--- config.mk ---
export PLATFORM = sky130hd
export DESIGN_NAME = intensity_pwm
export DESIGN_NICKNAME = d
export VERILOG_FILES = /design/src/rtl/intensity_pwm_pkg.sv /design/src/rtl/intensity_pwm_frame_timer.sv /design/src/rtl/intensity_pwm.sv
export SDC_FILE = /design/constraint.sdc
export NUM_CORES = 1
export LEC_CHECK = 0
export CORE_AREA = 2 2 59 61
export CTS_BUF_LIST = sky130_fd_sc_hd__clkbuf_16
export DETAILED_ROUTE_END_ITERATION = 6
export DIE_AREA = 0 0 61 63
export PLACE_DENSITY = 0.61
export SLEW_MARGIN = 20
export SYNTH_ARGS = -nofsm -noshare
export SYNTH_HDL_FRONTEND = slang
export SYNTH_HIERARCHICAL = 1
export SYNTH_SLANG_ARGS = --single-unit
--- constraint.sdc ---
create_clock -name clk_i -period 3.4 [get_ports clk_i]
set_input_delay 1.02 -clock clk_i [delete_from_list [all_inputs] [get_ports clk_i]]
set_output_delay 1.02 -clock clk_i [all_outputs]
set_load 0.02 [all_outputs]
--- src/rtl/intensity_pwm_pkg.sv ---
// Shared types and constants for the haptic intensity PWM block.
package intensity_pwm_pkg;

    localparam int unsigned INTENSITY_W   = 4;
    localparam int unsigned INTENSITY_MAX = 8;
    localparam int unsigned NUM_SLOTS     = 8;
    localparam int unsigned SLOT_W        = 3;

    typedef logic [INTENSITY_W-1:0] intensity_t;
    typedef logic [SLOT_W-1:0]      slot_t;

    typedef enum logic [1:0] {
        IDLE = 2'd0,
        RUN  = 2'd1,
        KICK = 2'd2
    } state_e;

    // Out-of-range codes saturate at the strongest level.
    function automatic intensity_t clamp_intensity(input intensity_t raw);
        return (raw > INTENSITY_W'(INTENSITY_MAX)) ? INTENSITY_W'(INTENSITY_MAX) : raw;
    endfunction

endpackage : intensity_pwm_pkg

--- src/rtl/intensity_pwm_frame_timer.sv ---
// Step/slot counters for one PWM frame; emits frame-start and last-cycle strobes.
module pwm_frame_timer
    import intensity_pwm_pkg::*;
#(
    parameter int unsigned STEP = 500
) (
    input  logic  clk_i,
    input  logic  reset_i,
    output logic  frame_start_o,
    output logic  frame_last_o,
    output slot_t slot_nxt_c_o
);

    localparam int unsigned STEP_W    = (STEP > 1) ? $clog2(STEP) : 1;
    localparam logic [STEP_W-1:0] STEP_LAST = STEP_W'(STEP - 1);
    localparam slot_t             SLOT_LAST = SLOT_W'(NUM_SLOTS - 1);

    logic              started_q, started_d;
    logic [STEP_W-1:0] step_q, step_d;
    slot_t             slot_q, slot_d;
    logic              frame_start_q, frame_start_d;
    logic              last_q, last_d;

    // The first post-reset cycle is cycle 0 of frame 0, so counting is held off for one edge.
    always_comb begin
        started_d     = 1'b1;
        step_d        = step_q;
        slot_d        = slot_q;
        frame_start_d = 1'b0;
        if (!started_q) begin
            step_d        = '0;
            slot_d        = '0;
            frame_start_d = 1'b1;
        end else if (step_q == STEP_LAST) begin
            step_d = '0;
            if (slot_q == SLOT_LAST) begin
                slot_d        = '0;
                frame_start_d = 1'b1;
            end else begin
                slot_d = slot_q + SLOT_W'(1);
            end
        end else begin
            step_d = step_q + STEP_W'(1);
        end
        last_d = (slot_d == SLOT_LAST) && (step_d == STEP_LAST);
    end

    always_ff @(posedge clk_i) begin
        if (reset_i) begin
            started_q     <= 1'b0;
            step_q        <= '0;
            slot_q        <= '0;
            frame_start_q <= 1'b0;
            last_q        <= 1'b0;
        end else begin
            started_q     <= started_d;
            step_q        <= step_d;
            slot_q        <= slot_d;
            frame_start_q <= frame_start_d;
            last_q        <= last_d;
        end
    end

    assign frame_start_o = frame_start_q;
    assign frame_last_o  = last_q;
    assign slot_nxt_c_o  = slot_d;

endmodule : pwm_frame_timer

--- src/rtl/intensity_pwm.sv ---
// Slew-limited 8-slot PWM drive for the haptic motor from a 0..8 intensity code.
// Optional start-from-rest kick enabled by defining INTENSITY_PWM_KICKSTART_EN.
module intensity_pwm
    import intensity_pwm_pkg::*;
#(
    parameter int unsigned FRAME_CYCLES = 4000,
    parameter int unsigned KICK_FRAMES  = 2
) (
    input  logic       clk_i,
    input  logic       reset_i,
    input  intensity_t intensity_i,
    output logic       pwm_o,
    output intensity_t level_o,
    output logic       frame_start_o
);

    localparam int unsigned STEP = FRAME_CYCLES / NUM_SLOTS;

    if (((FRAME_CYCLES % NUM_SLOTS) != 0) || (FRAME_CYCLES < 16) || (KICK_FRAMES < 1))
    begin : g_param_check
        $error("intensity_pwm: FRAME_CYCLES must be a multiple of 8 and >= 16, KICK_FRAMES >= 1");
    end

    logic       frame_last;
    slot_t      slot_nxt;
    intensity_t target_c;
    intensity_t slew_c;

    state_e     state_q, state_d;
    intensity_t level_q, level_d;
    logic       pwm_q, pwm_d;

    pwm_frame_timer #(
        .STEP (STEP)
    ) u_timer (
        .clk_i        (clk_i),
        .reset_i      (reset_i),
        .frame_start_o(frame_start_o),
        .frame_last_o (frame_last),
        .slot_nxt_c_o (slot_nxt)
    );

    assign target_c = clamp_intensity(intensity_i);

    // One step per frame toward the sampled target.
    always_comb begin
        slew_c = level_q;
        if (level_q < target_c) begin
            slew_c = level_q + INTENSITY_W'(1);
        end else if (level_q > target_c) begin
            slew_c = level_q - INTENSITY_W'(1);
        end
    end

`ifdef INTENSITY_PWM_KICKSTART_EN
    localparam int unsigned KICK_W = (KICK_FRAMES > 1) ? $clog2(KICK_FRAMES) : 1;

    logic [KICK_W-1:0] kick_cnt_q, kick_cnt_d;
    logic              kick_done_c;

    assign kick_done_c = (kick_cnt_q == KICK_W'(KICK_FRAMES - 1));

    always_comb begin
        kick_cnt_d = kick_cnt_q;
        if (frame_last) begin
            kick_cnt_d = (state_q == KICK) ? kick_cnt_q + KICK_W'(1) : '0;
        end
    end

    always_ff @(posedge clk_i) begin
        if (reset_i) begin
            kick_cnt_q <= '0;
        end else begin
            kick_cnt_q <= kick_cnt_d;
        end
    end
`endif

    always_ff @(posedge clk_i) begin
        if (reset_i) begin
            state_q <= IDLE;
        end else begin
            state_q <= state_d;
        end
    end

    // Transitions are only evaluated on the last cycle of a frame.
    always_comb begin
        state_d = state_q;
        if (frame_last) begin
            case (state_q)
                IDLE: begin
                    if (target_c != '0) begin
`ifdef INTENSITY_PWM_KICKSTART_EN
                        state_d = KICK;
`else
                        state_d = RUN;
`endif
                    end
                end
                RUN: begin
                    if ((level_q == INTENSITY_W'(1)) && (target_c == '0)) begin
                        state_d = IDLE;
                    end
                end
`ifdef INTENSITY_PWM_KICKSTART_EN
                KICK: begin
                    if (target_c == '0) begin
                        state_d = IDLE;
                    end else if (kick_done_c) begin
                        state_d = RUN;
                    end
                end
`endif
                default: state_d = IDLE;
            endcase
        end
    end

    // Next level and pwm are computed from next-cycle counters so the registers stay aligned.
    always_comb begin
        level_d = level_q;
        if (frame_last) begin
            if (state_d == RUN) begin
                level_d = (state_q == RUN) ? slew_c : INTENSITY_W'(1);
            end else begin
                level_d = '0;
            end
        end
        pwm_d = ({1'b0, slot_nxt} < level_d);
`ifdef INTENSITY_PWM_KICKSTART_EN
        if (state_d == KICK) begin
            pwm_d = 1'b1;
        end
`endif
    end

    always_ff @(posedge clk_i) begin
        if (reset_i) begin
            level_q <= '0;
            pwm_q   <= 1'b0;
        end else begin
            level_q <= level_d;
            pwm_q   <= pwm_d;
        end
    end

    assign pwm_o   = pwm_q;
    assign level_o = level_q;

endmodule : intensity_pwm
Word-level counts from Yosys, hierarchy flattened --
Cells that the tools add are included.
Word-level totals: register bits after elaboration 22, output and inout bits 6
Cells by class: $add $sub $neg 4, $lt $le $gt $ge 4, equality and inequality tests 7, multiplexer cells 19, reductions and logical operators 5
Operators with widths (count):
- $mux W4 | 6
- $eq A9 B9 Y1 const B | 2
- $mux W9 | 2
- $add A9 B1 Y9 const B | 1
- $mux W3 | 3
- $eq A3 B3 Y1 const B | 2
- $mux W2 | 3
- $add A4 B1 Y4 const B | 1
- $eq A2 B1 Y1 const B | 2
- $eq A4 B1 Y1 const B | 1
- $gt A4 B4 Y1 | 1
- $gt A4 B4 Y1 const B | 1
- $logic_not A4 Y1 | 1
- $lt A3 B4 Y1 | 1
- $lt A4 B4 Y1 | 1
- $mux W1 | 4
- $pmux W2 S2 | 1
- $reduce_bool A4 Y1 | 1
- $sub A4 B1 Y4 const B | 1
- $add A3 B1 Y3 const B | 1
- $logic_and A1 B1 Y1 | 2
- $logic_not A2 Y1 | 1

Longest topological paths before layout --
word-level depth 11, mapped depth 11, mapped depth without buffers 11

Modules after synthesis --
The synthesis kept the hierarchy.
By module, submodules not included:
- pwm_frame_timer | instances 1, cells each 80, area each 740.7 um2
- intensity_pwm | instances 1, cells each 76, area each 625.6 um2

Worst setup path before layout --
No wires, ideal clock.
kind input to register, from input intensity_i[3], to register pwm_q, in the netlist pwm_o, arrival 2.797 ns, data required time 3.280 ns, path slack 0.484 ns, stages 11, buffers on the path 0, path through inv_1 > nand2_1 > ha_1 > nor2b_1 > o211ai_2 > a211o_1 > a31oi_1 > a21oi_1 > ha_1 > o21ai_1 > a211o_1
On the way: word-level cells in the longest chain between the ends 11
Ends and longest elaborated chain:
- from (decl) | line intensity_pwm.sv:11 | input intensity_t intensity_i,
- $gt A4 B4 Y1 | line intensity_pwm_pkg.sv:20 | return (raw > INTENSITY_W'(INTENSITY_MAX)) ? INTENSITY_W'(INTENSITY_MAX) : raw;
- $mux W4 (*) | line intensity_pwm_pkg.sv:20
- $logic_not A4 Y1 | line intensity_pwm.sv:102 | if ((level_q == INTENSITY_W'(1)) && (target_c == '0)) begin
- $logic_and A1 B1 Y1 | line intensity_pwm.sv:102
- $mux W2 | line intensity_pwm.sv:102
- $pmux W2 S2 | line intensity_pwm.sv:91 | case (state_q)
- $mux W2 | line intensity_pwm.sv:90 | if (frame_last) begin
- $eq A2 B1 Y1 | line intensity_pwm.sv:124 | if (state_d == RUN) begin
- $mux W4 (*) | line intensity_pwm.sv:124
- $mux W4 (*) | line intensity_pwm.sv:123 | if (frame_last) begin
- $lt A3 B4 Y1 (*) | line intensity_pwm.sv:130 | pwm_d = ({1'b0, slot_nxt} < level_d);
- to (signal assigned) | line intensity_pwm.sv:144 | pwm_q <= pwm_d;
- to (decl) | line intensity_pwm.sv:31 | logic pwm_q, pwm_d;
Mark *: on every way between the ends. The rest lies on a longest branch, timed or not. A chain may end at the register's enable or synchronous reset.

Worst setup path in the final report --
Same ends and word-level chain as after synthesis.

==> impl_metrics.json <==
{
  "cts_resized": 0,
  "first_pass_iters": 4,
  "synth_area_per_cell_um2": 8.76,
  "arrival_ns": 3.39,
  "synth-main-ff-cell": "dfxtp_1",
  "crit_slowest_cell": "clkdlybuf4s50_1",
  "placed_area_mm2": 0.00155,
  "hold_end": "state_q[1]$_SDFF_PP0_",
  "synth_nets": 174,
  "htreeDepth": 1,
  "fin_util_pct": 50.8,
  "grt_pass1_vias": 1105,
  "cts_inserted_buffers": 3,
  "synth_area_leaders": "dfxtp_1 (32%), ha_1 (11%), nor2_1 (4.9%)",
  "min_period_ns": 3.25,
  "ys_seq_area_share_pct": 32.2,
  "whs_ns": 0.478,
  "antennaDiodeCount": 0,
  "cts-root-buf": "clkbuf_16",
  "slowest_delay_ns": 0.45,
  "num-nets-final": 192,
  "cp.required_ns": 3.53,
  "slew_viol_final": 0,
  "routabilityCongestion": 0.791,
  "post-route-period-util_pct": 95.6,
  "die_w_um": 61,
  "wl_um": 2780,
  "p_per_area_mw_per_mm2": 327,
  "place_ws_ns": -0.186,
  "async_flop_share_pct": 0,
  "crit_chain": "clkdlybuf4s50_1 > inv_1 > nand2_1 > ha_1 > nor2b_2 > o211ai_4 > a211o_1 > a31oi_1 > a21oi_1 > ha_1 > o21ai_1 > a211o_1",
  "coreArea_mm2": 0.00323,
  "yosys.area.top_type": "dfxtp_1",
  "syn_area_mm2": 0.00137,
  "hold_buffers": 0,
  "r2r_cells": 10,
  "timing.rr.start": "level_o[0]$_SDFF_PP0_",
  "path_class": "primary input to flip-flop",
  "ant_nets": 0,
  "grt_pass1_wl_um": 4950,
  "r2r-end": "pwm_o$_SDFF_PP0_",
  "grt_max_degree": 12,
  "cts_setup_buffers": 0,
  "cts_tree": "done",
  "cp-start-kind": "primary input",
  "fill_cells": 322,
  "yosys_register_bits": 22,
  "p_leak_uw": 0.000636,
  "skew_ns": 0.00320,
  "drt_iter0_markers": 27,
  "post-route-cell-area_mm2": 0.00164,
  "dp_cells": 215,
  "final_cells": 218,
  "rows": 21,
  "dp_hpwl_um": 2190,
  "cts_buffer_depth": 2,
  "synth_cell_type_count": 45,
  "initial_core_util_pct": 42.3,
  "cp_num_buf_inv": 2,
  "drcViolationCount": 0,
  "synth_top_area_share_pct": 32.2,
  "synth_compound_area_share_pct": 14.9,
  "vias": 1141,
  "groute.usage.overall_pct": 16.5,
  "ys_warn_count": 6,
  "clock_latency_ns": 0.25,
  "r2r_slack_ns": 0.97,
  "setup_violations": 0,
  "drive_above_1_share_pct": 12.2,
  "rsz0062_at_grt": "no",
  "synth_edf_count": 0,
  "endpoint_kind": "flip-flop",
  "layout_setup_ws_ns": 0.149,
  "tritoncts_num_sinks": 22,
  "viasPerCell": 5.23,
  "io_buffers": 11,
  "globalRouteOverflowTotal": 0,
  "drv_cap": 0,
  "antenna_found_initial": 0,
  "area_delta_synth_final_pct": 20.2,
  "hold_viol": 0,
  "min_from": "state_q[1]$_SDFF_PP0_",
  "crit_path_max_fanout": 6,
  "synthXorXnorAreaFrac_pct": 4.49,
  "die_area_mm2": 0.00384,
  "final_common_cell": "dfxtp_1",
  "synth_fa_ha_area_share_pct": 11.0,
  "clkTransAtPathRegs_ns": 0.05,
  "ios": 12,
  "fmax_ghz": 0.308,
  "tightest_slew_ns": 0.390,
  "relSlewSlack_pct": 73.9,
  "die_h_um": 63,
  "synth_top_family_by_area": "simple AND/OR/NAND/NOR gates",
  "hold_path_depth": 2,
  "wire_per_inst_um": 12.8,
  "hp-class": "flip-flop to flip-flop",
  "final_cell_mix": "dfxtp_1 (22), nor2_1 (18), ha_1 (12), clkdlybuf4s50_1 (11), nand2_1 (10)",
  "synthCells": 156,
  "peakVddDrop_uv": 336,
  "status": "finished clean",
  "critPathTopFamily": "compound AO/OA/AOI/OAI gates",
  "yosys.area_share.simple_pct": 32.1,
  "synth.area.mux_share_pct": 2.56
}
[flip-flops by register name, indices dropped and copies added, names as in the netlist]
name / flops
u_timer/frame_last_o: 1
state_q: 2
u_timer/frame_start_o: 1
u_timer/slot_q: 3
u_timer/started_q: 1
level_o: 4
u_timer/step_q: 9
pwm_o: 1
[metrics by stage]
stage / power (uW) / setup TNS, ns
after CTS: 542 / 0
after global routing: 559 / 0
after detailed placement: 306 / -0.186
final: 538 / 0
after global placement: 305 / -0.0941
after floorplan: 290 / 0
[worst register-to-register path, delay by kind of cell, from the launching register on]
family / cells / cell delay, ns
compound gates: 6 / 0.98
fa+ha+maj: 2 / 0.53
buf+inv: 1 / 0.16
flops: 1 / 0.47
simple gates: 1 / 0.17
[power breakdown]
part	total (uW)	leakage, uW	internal [uW]	switching, uW
clock network	235	0.0000370	155	80.2
registers	263	0.000178	260	2.68
logic	39.8	0.000421	20.3	19.5
[worst max-delay path by stage]
stage,start,end,slack (ns),depth (start not counted)
6_report,intensity_i[3],pwm_o$_SDFF_PP0_,0.15,12
5_1_grt,intensity_i[3],pwm_o$_SDFF_PP0_,0.03,12
4_1_cts,intensity_i[3],pwm_o$_SDFF_PP0_,0.06,10
3_5_place_dp,intensity_i[3],pwm_o$_SDFF_PP0_,-0.19,10
3_3_place_gp,intensity_i[3],pwm_o$_SDFF_PP0_,-0.09,10
2_1_floorplan,intensity_i[3],pwm_o$_SDFF_PP0_,0.48,11
[area by class of cell]
class	instances	area (um^2)	area share [%]
inverters	8	33.8	2.06
repair buffers	14	133	8.07
multi-input cells	125	903	55.0
well taps	46	57.6	3.50
clock buffers	3	75.1	4.57
flip-flops and latches	22	440	26.8
[Yosys cell counts, types with 4 or more instances]
master,number
a21oi_1,7
and2_1,4
dfxtp_1,22
ha_1,12
inv_1,7
nand2_1,10
nand3_1,7
nand4_1,4
nor2_1,18
nor2b_1,9
xor2_1,4
[cells by family after synthesis]
| family | after synthesis |
|---|---|
| simple gates | 74 |
| compound gates | 29 |
| flops | 22 |
| fa+ha+maj | 12 |
| buf+inv | 9 |
| xor+xnor | 7 |
| mux | 3 |
[layer usage]
metal  vias to the layer above  track usage, %  share of wire (%)
li1                        600               -                  -
met1                       529            20.8                 46
met2                        10            29.0                 51
met3                         2            2.07                2.6
met4                         0            4.08               0.75
met5                         -               0                  0
Power figures use the tool's default switching activity.
